**config.mk**
```make
export PLATFORM = sky130hd
export DESIGN_NAME = instr_fetch_unit
export DESIGN_NICKNAME = d
export VERILOG_FILES = /design/src/rtl/instr_fetch_unit_pkg.sv /design/src/rtl/instr_fetch_unit_pc_register.sv /design/src/rtl/instr_fetch_unit.sv
export SDC_FILE = /design/constraint.sdc
export NUM_CORES = 1
export LEC_CHECK = 0
export BUFFER_PORTS_ARGS = -buffer_cell sky130_fd_sc_hd__buf_2
export CAP_MARGIN = 20
export CORE_MARGIN = 2
export CORE_UTILIZATION = 49
export DETAILED_ROUTE_END_ITERATION = 6
export GPL_TIMING_DRIVEN = 0
export PLACE_DENSITY_LB_ADDON = 0.15
export SETUP_SLACK_MARGIN = 0.2
export SYNTH_ARGS = -nofsm -noshare
export SYNTH_HDL_FRONTEND = slang
export SYNTH_SLANG_ARGS = --single-unit
```
**constraint.sdc**
```tcl
create_clock -name clk -period 2.1 [get_ports clk]
set_input_delay 0.42 -clock clk [delete_from_list [all_inputs] [get_ports clk]]
set_output_delay 0.42 -clock clk [all_outputs]
set_load 0.01 [all_outputs]
```
**src/rtl/instr_fetch_unit_pkg.sv**
```systemverilog
// Shared fetch/decode constants: FSM state codes, opcode field geometry and
// the opcodes the control unit also recognises.
package instr_fetch_unit_pkg;

  localparam logic [1:0] S_REQ  = 2'd0;
  localparam logic [1:0] S_HOLD = 2'd1;
  localparam logic [1:0] S_HALT = 2'd2;

  localparam int OP_W = 6;

  localparam logic [OP_W-1:0] OP_HALT  = 6'b111111;
  localparam logic [OP_W-1:0] OP_RTYPE = 6'b000000;

endpackage

```
**src/rtl/instr_fetch_unit_pc_register.sv**
```systemverilog
// Program counter: reset load, sequential step and step-aligned branch load.
module pc_register #(
  parameter int                ADDR_W   = 32,
  parameter int                PC_STEP  = 4,
  parameter logic [ADDR_W-1:0] RESET_PC = '0
) (
  input  logic              clk,
  input  logic              rst,
  input  logic              load_seq,
  input  logic              load_br,
  input  logic [ADDR_W-1:0] target,
  output logic [ADDR_W-1:0] pc
);

  localparam logic [ADDR_W-1:0] STEP      = ADDR_W'(PC_STEP);
  localparam logic [ADDR_W-1:0] STEP_MASK = ADDR_W'(PC_STEP - 1);

  logic [ADDR_W-1:0] r_pc;

  // Branch targets are forced onto an instruction boundary; the step wraps mod 2^ADDR_W.
  always_ff @(posedge clk) begin
    if (rst) begin
      r_pc <= RESET_PC;
    end else if (load_br) begin
      r_pc <= target & ~STEP_MASK;
    end else if (load_seq) begin
      r_pc <= r_pc + STEP;
    end else begin
      r_pc <= r_pc;
    end
  end

  assign pc = r_pc;

endmodule

```
**src/rtl/instr_fetch_unit.sv**
```systemverilog
// Instruction fetch sequencer: req/ack fetch from instruction memory, an
// instruction register with valid/ready hand-off to decode, and halt handling.
module instr_fetch_unit
  import instr_fetch_unit_pkg::*;
#(
  parameter int                ADDR_W   = 32,
  parameter int                INSTR_W  = 32,
  parameter int                PC_STEP  = 4,
  parameter logic [ADDR_W-1:0] RESET_PC = '0,
  parameter logic [OP_W-1:0]   HALT_OP  = OP_HALT
) (
  input  logic               clk,
  input  logic               rst,
  output logic               imem_req,
  output logic [ADDR_W-1:0]  imem_addr,
  input  logic               imem_ack,
  input  logic [INSTR_W-1:0] imem_rdata,
  output logic [INSTR_W-1:0] instr,
  output logic [OP_W-1:0]    op,
  output logic               instr_valid,
  input  logic               instr_ready,
  input  logic               branch_en,
  input  logic [ADDR_W-1:0]  branch_target,
  output logic [ADDR_W-1:0]  pc,
  output logic               halted,
  output logic [15:0]        fetch_count
);

  logic [1:0]         r_state;
  logic [INSTR_W-1:0] r_instr;
  logic               r_valid;
  logic               r_halted;
  logic [15:0]        r_count;

  logic              w_consume;
  logic              w_halt_op;
  logic              w_load_seq;
  logic              w_load_br;
  logic [ADDR_W-1:0] w_pc;

  assign w_consume  = (r_state == S_HOLD) & r_valid & instr_ready;
  assign w_halt_op  = (r_instr[INSTR_W-1 -: OP_W] == HALT_OP);
  // A halting opcode overrides any simultaneous branch request.
  assign w_load_br  = w_consume & ~w_halt_op & branch_en;
  assign w_load_seq = w_consume & ~w_halt_op & ~branch_en;

  pc_register #(
    .ADDR_W   (ADDR_W),
    .PC_STEP  (PC_STEP),
    .RESET_PC (RESET_PC)
  ) u_pc_register (
    .clk      (clk),
    .rst      (rst),
    .load_seq (w_load_seq),
    .load_br  (w_load_br),
    .target   (branch_target),
    .pc       (w_pc)
  );

  // Fetch FSM, instruction register and saturating consume counter.
  always_ff @(posedge clk) begin
    if (rst) begin
      r_state  <= S_REQ;
      r_instr  <= '0;
      r_valid  <= 1'b0;
      r_halted <= 1'b0;
      r_count  <= 16'd0;
    end else begin
      case (r_state)
        S_REQ: begin
          if (imem_ack) begin
            r_instr <= imem_rdata;
            r_valid <= 1'b1;
            r_state <= S_HOLD;
          end
        end
        S_HOLD: begin
          if (w_consume) begin
            r_valid <= 1'b0;
            if (r_count != 16'hFFFF) begin
              r_count <= r_count + 16'd1;
            end
            if (w_halt_op) begin
              r_state  <= S_HALT;
              r_halted <= 1'b1;
            end else begin
              r_state <= S_REQ;
            end
          end
        end
        S_HALT: begin
          r_valid  <= 1'b0;
          r_halted <= 1'b1;
        end
        default: begin
          r_state <= S_REQ;
          r_valid <= 1'b0;
        end
      endcase
    end
  end

  assign imem_req    = (r_state == S_REQ);
  assign imem_addr   = w_pc;
  assign pc          = w_pc;
  assign instr       = r_instr;
  assign op          = r_instr[INSTR_W-1 -: OP_W];
  assign instr_valid = r_valid;
  assign halted      = r_halted;
  assign fetch_count = r_count;

endmodule

```
# After elaboration in Yosys (flattened, before gate mapping)
# Index checks and enable logic that the tools add are counted.
totals:
  register_bits: 84
  latch_bits: 0
  ram_bits: 0
  romBits: 0
  input_bits: 69
  out_inout_bits: 121
  elab_cells: 45
  memories: 0
op_classes:
  addsub: 2
  multipliers: 0
  div: 0
  order_cmp: 0
  n_eq_ne: 7
  n_shift: 0
  muxes: 12
  bitwise: 8
  n_reduce_logical: 9
op_table:
  columns: ["operator", "n"]
  rows:
  - ["$mux W32", 2]
  - ["$add A32 B3 Y32 const B", 1]
  - ["$add A16 B1 Y16 const B", 1]
  - ["$ne A16 B16 Y1 const B", 1]
  - ["$reduce_and A3 Y1", 3]
  - ["$eq A6 B6 Y1 const B", 1]
  - ["$mux W2", 3]
  - ["$pmux W2 S3", 1]
  - ["$and A1 B1 Y1", 5]
  - ["$mux W1", 4]
  - ["$ne A2 B2 Y1 const B", 2]
  - ["$pmux W1 S2", 2]
  - ["$reduce_and A2 Y1", 2]
  - ["$reduce_bool A2 Y1", 2]
  - ["$not A1 Y1", 3]
  - ["$eq A2 B1 Y1 const B", 1]
  - ["$eq A2 B2 Y1 const B", 1]
  - ["$logic_not A2 Y1", 1]
  - ["$ne A2 B1 Y1 const B", 1]
  - ["$reduce_or A2 Y1", 1]

# Depth between registers and ports, before layout
# Gate-level depths: netlist of the first run.
logic_depth:
  depth_word: 7
  depth_mapped: 7
  depth_no_buf: 5

# Cells and area by module
# Synthesis of the first run repeated with hierarchy kept, for this count alone.
unflattened:
  hier_cells: 548
  hier_area_um2: 4342.9
by_module_without_submodules:
  columns: ["module", "n_inst", "cells_per_inst", "area_each_um2", "seq_area_each_um2"]
  rows:
  - ["instr_fetch_unit", 1, 297, 2413.6, 1041.0]
  - ["pc_register", 1, 251, 1929.4, 600.6]

# Least setup slack after synthesis of the first run
# No wires, ideal clock.
synth_path:
  path_type: "flip-flop to flip-flop"
  start: "register u_pc_register.r_pc[2], in the netlist u_pc_register.pc[2]"
  end: "register u_pc_register.r_pc[14], in the netlist u_pc_register.pc[14]"
  setup_ns: 0.077
  t_arrival_ns: 1.902
  required_time_ns: 2.023
  path_slack_ns: 0.122
  path_stages_with_launch: 6
  n_path_buf: 0
  period_less_slack_ns: 1.978
  cell_sequence: "dfxtp_1 ha_1 nand3_2 or4_1 or4_1 a41oi_2"
synth_via:
  elab_chain_cells: 3
synth_lines:
  columns: ["element", "line_no", "source"]
  rows:
  - ["start, declared", "instr_fetch_unit_pc_register.sv:18", "logic [ADDR_W-1:0] r_pc;"]
  - ["start signal, assigned", "instr_fetch_unit_pc_register.sv:25", "r_pc <= target & ~STEP_MASK;"]
  - ["start signal, assigned", "instr_fetch_unit_pc_register.sv:27", "r_pc <= r_pc + STEP;"]
  - ["start signal, assigned", "instr_fetch_unit_pc_register.sv:29", "r_pc <= r_pc;"]
  - ["$add A32 B3 Y32", "instr_fetch_unit_pc_register.sv:27", null]
  - ["$mux W32", "instr_fetch_unit_pc_register.sv:26", "end else if (load_seq) begin"]
  - ["$mux W32", "instr_fetch_unit_pc_register.sv:24", "end else if (load_br) begin"]
# Every way passes these cells. The select of a mux whose other input is x is not followed.
# A chain may end at the register's enable or synchronous reset.

# Final worst setup path of the first run
# Ends and elaborated chain as after synthesis.

==> impl_metrics.json, run 1 <==
{
  "outcome": "complete, no violations",
  "vias": 5559,
  "synthMostInstantiatedCell": "nand2_1",
  "cp-start-kind": "register",
  "arrival_ns": 2.18,
  "period_minus_slack_ns": 1.898,
  "clockBufferDepth": 2,
  "cts_tree": "done",
  "syn_avg_cell_area_um2": 7.641,
  "finalCritPeriodShare": 0.9039,
  "clock-root-buffer": "clkbuf_8",
  "slew_headroom": 0.5549,
  "grt_remaining_overflow": 0,
  "ant_nets": 0,
  "die-area_mm2": 0.01029,
  "synth_seq_area_share": 0.3528,
  "cts_buffers": 9,
  "grt_util_all_layers": 0.2841,
  "synth.area.top_cells": "dfxtp_1 (35%), nand2_1 (9.3%), buf_4 (6.5%)",
  "detailedPlace.worstSlack_ns": -0.2616,
  "initial_core_util": 0.5036,
  "maxSlewViolCount": 0,
  "rsz0062_at_grt": "yes",
  "drtIter0Drc": 434,
  "hold_path_class": "in2reg",
  "gp_congestion": 0.9441,
  "max_stage_delay_ns": 0.55,
  "syn-cell-area_mm2": 0.004653,
  "dpl.hpwl_um": 11200,
  "cts_sinks": 82,
  "grt_pass1_wl_um": 23510,
  "fin_setup_tns_ns": 0,
  "clock_power_share": 0.358,
  "fp.dieW_um": 101.5,
  "ys_async_sr_fraction": 0,
  "crit_start": "u_pc_register.pc[2]",
  "grt_pass1_vias": 4890,
  "antenna_found_initial": 0,
  "synth-edff-count": 0,
  "area_growth_pct": 34.31,
  "hold_viol": 0,
  "path_clk_slew_ns": 0.10,
  "grt_max_degree": 16,
  "maxCapViolCount": 0,
  "wl_um": 15520,
  "numPortBuffers": 181,
  "tightest_slew_ns": 0.6677,
  "ys.warnings.count": 0,
  "dr.pass1.iters": 5,
  "p_leak_nw": 2.719,
  "p_int_w": 0.002437,
  "synth_top_area_share": 0.3528,
  "ctsHoldBuffers": 0,
  "synth-seq-cells": 82,
  "cp.required_ns": 2.38,
  "crit_type": "reg2reg",
  "combPwrFrac": 0.151,
  "slowest_stage": "or4_4",
  "viasPerCell": 5.870,
  "dp_cells": 922,
  "htreeDepth": 3,
  "end_kind": "register",
  "worstHoldStart": "imem_rdata[28]",
  "switching_power_w": 0.0009813,
  "finClkSkew_ns": 0.02068,
  "nNetsFinal": 884,
  "final_core_util": 0.6764,
  "worstReg2RegStart": "u_pc_register.pc[2]",
  "synth_cells": 609,
  "drive_above_1_share": 0.3961,
  "max_freq_mhz": 526.8,
  "path_cells": "ha_4 > nand3_4 > or4_4 > or4_1 > a41oi_2",
  "wire_per_inst_um": 16.39,
  "sw_frac_of_total": 0.2870,
  "setup_viol": 0,
  "critPathBufInv": 0,
  "synth.distinct_cells": 61,
  "antenna_cells": 0,
  "clk_latency_ns": 0.36,
  "instances_no_fill": 947,
  "ys.flop_type": "dfxtp_1",
  "worst_slack_ns": 0.2018,
  "yosys.area.top_type": "dfxtp_1",
  "core_area_mm2": 0.009240,
  "drc": 0,
  "seqPwrFrac": 0.491,
  "powerDensity_mw_per_mm2": 547.0,
  "ys_top_cells_by_count": "nand2_1 (115), dfxtp_1 (82), a21oi_1 (57)",
  "die_h_um": 101.5,
  "peakVddDrop_uv": 470.2,
  "rows": 35,
  "cp_max_fo": 6,
  "cp_top_family": "simple AND/OR/NAND/NOR gates",
  "io_pins": 190
}
## area by class of cell
type                            instances  area, um^2
Sequential cell                        82        1677
Fill cell                             859        2990
Timing Repair Buffer                  190       973.4
Clock buffer                           10       137.6
Clock inverter                          6       71.32
Buffer                                 81       488.0
Inverter                               10       37.54
Tap cell                              129       161.4
Multi-Input combinational cell        439        2704
## routing by layer
layer,part of all wire,vias to the layer above,global-route usage
li1,-,2605,-
met1,0.39,2568,0.3512
met2,0.48,330,0.4743
met3,0.10,56,0.06970
met4,0.029,0,0.1164
met5,0,-,0
## registers in the layout, indices dropped and copies added (netlist names)
register / count
r_state: 2
halted: 1
u_pc_register.pc: 30
instr_valid: 1
instr: 32
fetch_count: 16
## worst register-to-register path, stage by stage (launching register included)
cell and delay (ns):
dfxtp_4 0.37, ha_4 0.16, nand3_4 0.13, or4_4 0.55, or4_1 0.44, a41oi_2 0.17
## worst paths after layout
kind	endpoint	slack (ns)	cells past startpoint
worst min register to register	instr[15]	0.46	2
worst max-delay path	u_pc_register.pc[14]	0.20	5
worst max register to register	u_pc_register.pc[14]	0.20	5
worst min-delay path	instr[28]	0.28	3
## power groups by stage
stage	combinational, W	sequential, W	clock (W)
floorplan	0.000257	0.00173	0
global placement	0.000485	0.00171	0
detailed placement	0.000496	0.00171	0
CTS	0.000505	0.00168	0.00124
global route	0.000564	0.00169	0.00130
finish	0.000515	0.00168	0.00122
## metrics by stage
stage	hold WS, ns	power, W	instance area, um^2
4_1_cts	0.2759	0.003421	6098
6_report	0.2801	0.003419	6250
5_1_grt	0.2888	0.003553	6250
3_3_place_gp	0.4317	0.002194	5737
3_5_place_dp	0.4465	0.002210	5737
2_1_floorplan	0.4743	0.001986	4669
## cell usage in the layout, fill, tap and decap left out, types with 4 or more instances in the layout
cell type / instances
clkbuf_8: 10
nor2_1: 34
mux2i_1: 4
a32oi_1: 4
nor2b_1: 6
clkbuf_1: 20
inv_1: 9
conb_1: 4
clkbuf_2: 13
or4_1: 9
o31ai_1: 6
nor4_2: 4
o41ai_1: 5
dfxtp_2: 19
o221ai_1: 6
buf_2: 183
a211oi_1: 12
nand2_1: 114
buf_4: 50
o21ai_0: 10
or3_1: 7
a41oi_1: 4
nand3_4: 4
o311ai_0: 5
and2_1: 5
nand3_1: 21
and3_1: 5
mux2_2: 9
a21oi_1: 57
a31oi_1: 11
and4_1: 4
nand4_1: 16
o211ai_1: 6
dfxtp_1: 60
nor3_1: 8
nor4_1: 8
## kinds of logic (layout without fill, tap and decap cells)
family	after synthesis	count (layout)	share of synthesized area
AOI/OAI and AO/OA	153	153	0.2226
adders and majority gates	2	2	0.005377
buffers and inverters	91	297	0.1076
DFF	82	82	0.3528
muxes	13	13	0.03039
other	1	4	0.0008059
and+or+nand+nor	267	267	0.2805
## repair_timing
| action | in CTS | in global routing |
|---|---|---|
| pin swaps | 1 | 4 |
| setup endpoints to repair | 56 | 55 |
| resized for setup | 38 | 43 |
| setup buffers | 3 | 6 |
(Power assumes the default switching activity.)
==> inputs of run 2 (changes only) <==
--- a/config.mk
+++ b/config.mk
@@ -5,7 +5,7 @@
 export SDC_FILE = /design/constraint.sdc
 export NUM_CORES = 1
 export LEC_CHECK = 0
-export BUFFER_PORTS_ARGS = -buffer_cell sky130_fd_sc_hd__buf_2
+export BUFFER_PORTS_ARGS = -buffer_cell sky130_fd_sc_hd__buf_4
 export CAP_MARGIN = 20
 export CORE_MARGIN = 2
 export CORE_UTILIZATION = 49
==> impl_metrics.json, run 2 (synthesis gave the netlist of run 1 again) <==
{
  "grt_pass1_vias": 4958,
  "hold_path_class": "in2reg",
  "die-area_mm2": 0.01029,
  "max_freq_mhz": 523.6,
  "final.fill_count": 741,
  "viasPerCell": 5.813,
  "path_clk_slew_ns": 0.09,
  "peakVddDrop_uv": 406.6,
  "dr.pass1.iters": 6,
  "final_common_cell": "buf_4",
  "end_kind": "register",
  "dpl_cell_area_mm2": 0.006190,
  "grt_remaining_overflow": 0,
  "vias": 5546,
  "core_area_mm2": 0.009240,
  "clk_latency_ns": 0.35,
  "powerDensity_mw_per_mm2": 527.2,
  "cts_buffers": 9,
  "cts_sinks": 82,
  "cp.required_ns": 2.36,
  "cp-start-kind": "register",
  "rows": 35,
  "period_minus_slack_ns": 1.910,
  "hold_ws_ns": 0.3149,
  "nNetsFinal": 892,
  "cp_max_fo": 7,
  "drive_above_1_share": 0.4024,
  "numPortBuffers": 181,
  "finalCritPeriodShare": 0.9094,
  "maxCapViolCount": 0,
  "wire_per_inst_um": 16.45,
  "slew_headroom": 0.5809,
  "dpl.hpwl_um": 11300,
  "grt_pass1_wl_um": 23850,
  "finClkSkew_ns": 0.01438,
  "final_area_mm2": 0.006782,
  "grt_max_degree": 15,
  "p_total_w": 0.003575,
  "maxSlewViolCount": 0,
  "wl_um": 15690,
  "setup_viol": 0,
  "gp_congestion": 0.9326,
  "antenna_found_initial": 0,
  "tightest_slew_ns": 0.6287,
  "initial_core_util": 0.5036,
  "die_h_um": 101.5,
  "hold_viol": 0,
  "final_core_util": 0.7339,
  "detailedPlace.worstSlack_ns": -0.2383,
  "fp.dieW_um": 101.5,
  "rsz0062_at_grt": "yes",
  "clockBufferDepth": 2,
  "outcome": "complete, no violations",
  "drc": 0,
  "drtIter0Drc": 397,
  "crit_type": "reg2reg",
  "clock-root-buffer": "clkbuf_8",
  "p_leak_nw": 2.799,
  "io_pins": 190,
  "arrival_ns": 2.17,
  "htreeDepth": 3,
  "grt_util_all_layers": 0.2889,
  "final_cell_mix": "buf_4 (241), nand2_1 (115), a21oi_1 (57)",
  "largest_reg_flops": 32,
  "area_growth_pct": 45.74,
  "ant_nets": 0,
  "worst_slack_ns": 0.1903,
  "antenna_cells": 0,
  "cts_tree": "done"
}
==> run 2: cell count changes in the layout (fill, tap and decap cells not counted), moves of 3 or more <==
cell / before / now
buf_4: 50 / 241
buf_2: 183 / 2
dfxtp_1: 60 / 55
clkbuf_2: 13 / 9
dfxtp_4: 3 / 6
nor4_2: 4 / 1
==> run 2: final timing paths <==
kind,slack (ns),endpoint,startpoint,depth (start not counted)
worst max register to register,0.19,u_pc_register.pc[31],u_pc_register.pc[15],4
worst min register to register,0.46,instr[1],instr[1],2
worst min-delay path,0.31,instr[27],imem_rdata[27],3
worst max-delay path,0.19,u_pc_register.pc[31],u_pc_register.pc[15],4
==> run 2: report_power, final <==
part | internal, W | switching [W] | total, W
logic | 0.000304 | 0.000289 | 0.000594
clock network | 0.000705 | 0.000599 | 0.00130
registers | 0.00161 | 0.0000682 | 0.00168
==> run 2: final cells by class <==
cell class	instances	area (um^2)	share of cell area
flip-flops and latches	82	1690	0.2493
repair buffers	198	1486	0.2192
multi-input cells	439	2688	0.3963
clock inverters	5	86.33	0.01273
clock buffers	10	137.6	0.02030
well taps	129	161.4	0.02380
inverters	10	37.54	0.005535
plain buffers	81	494.2	0.07288
==> run 2: routing by layer <==
layer | up-vias | track usage | share of wire
li1 | 2624 | - | -
met1 | 2580 | 0.3581 | 0.39
met2 | 285 | 0.4860 | 0.49
met3 | 57 | 0.06418 | 0.090
met4 | 0 | 0.1185 | 0.030
met5 | - | 0 | 0
==> run 2: what timing repair did <==
| item | 4_1_cts | 5_1_grt |
|---|---|---|
| resized for setup | 39 | 48 |
| setup buffers | 6 | 11 |
| setup endpoints to repair | 71 | 44 |
| pin swaps | 1 | 6 |
| hold buffers | 0 | 0 |
==> run 2: stage by stage <==
step	TNS [ns]	std cells
6_report	0	954
3_3_place_gp	-5.776	922
4_1_cts	0	943
3_5_place_dp	-8.234	922
2_1_floorplan	0	612
5_1_grt	0	954
==> run 2: critical path, cell delays in order (launching register included) <==
cell and delay, ns:
dfxtp_1 0.50, and4_4 0.31, nand3_2 0.19, or4_4 0.61, o211ai_1 0.22
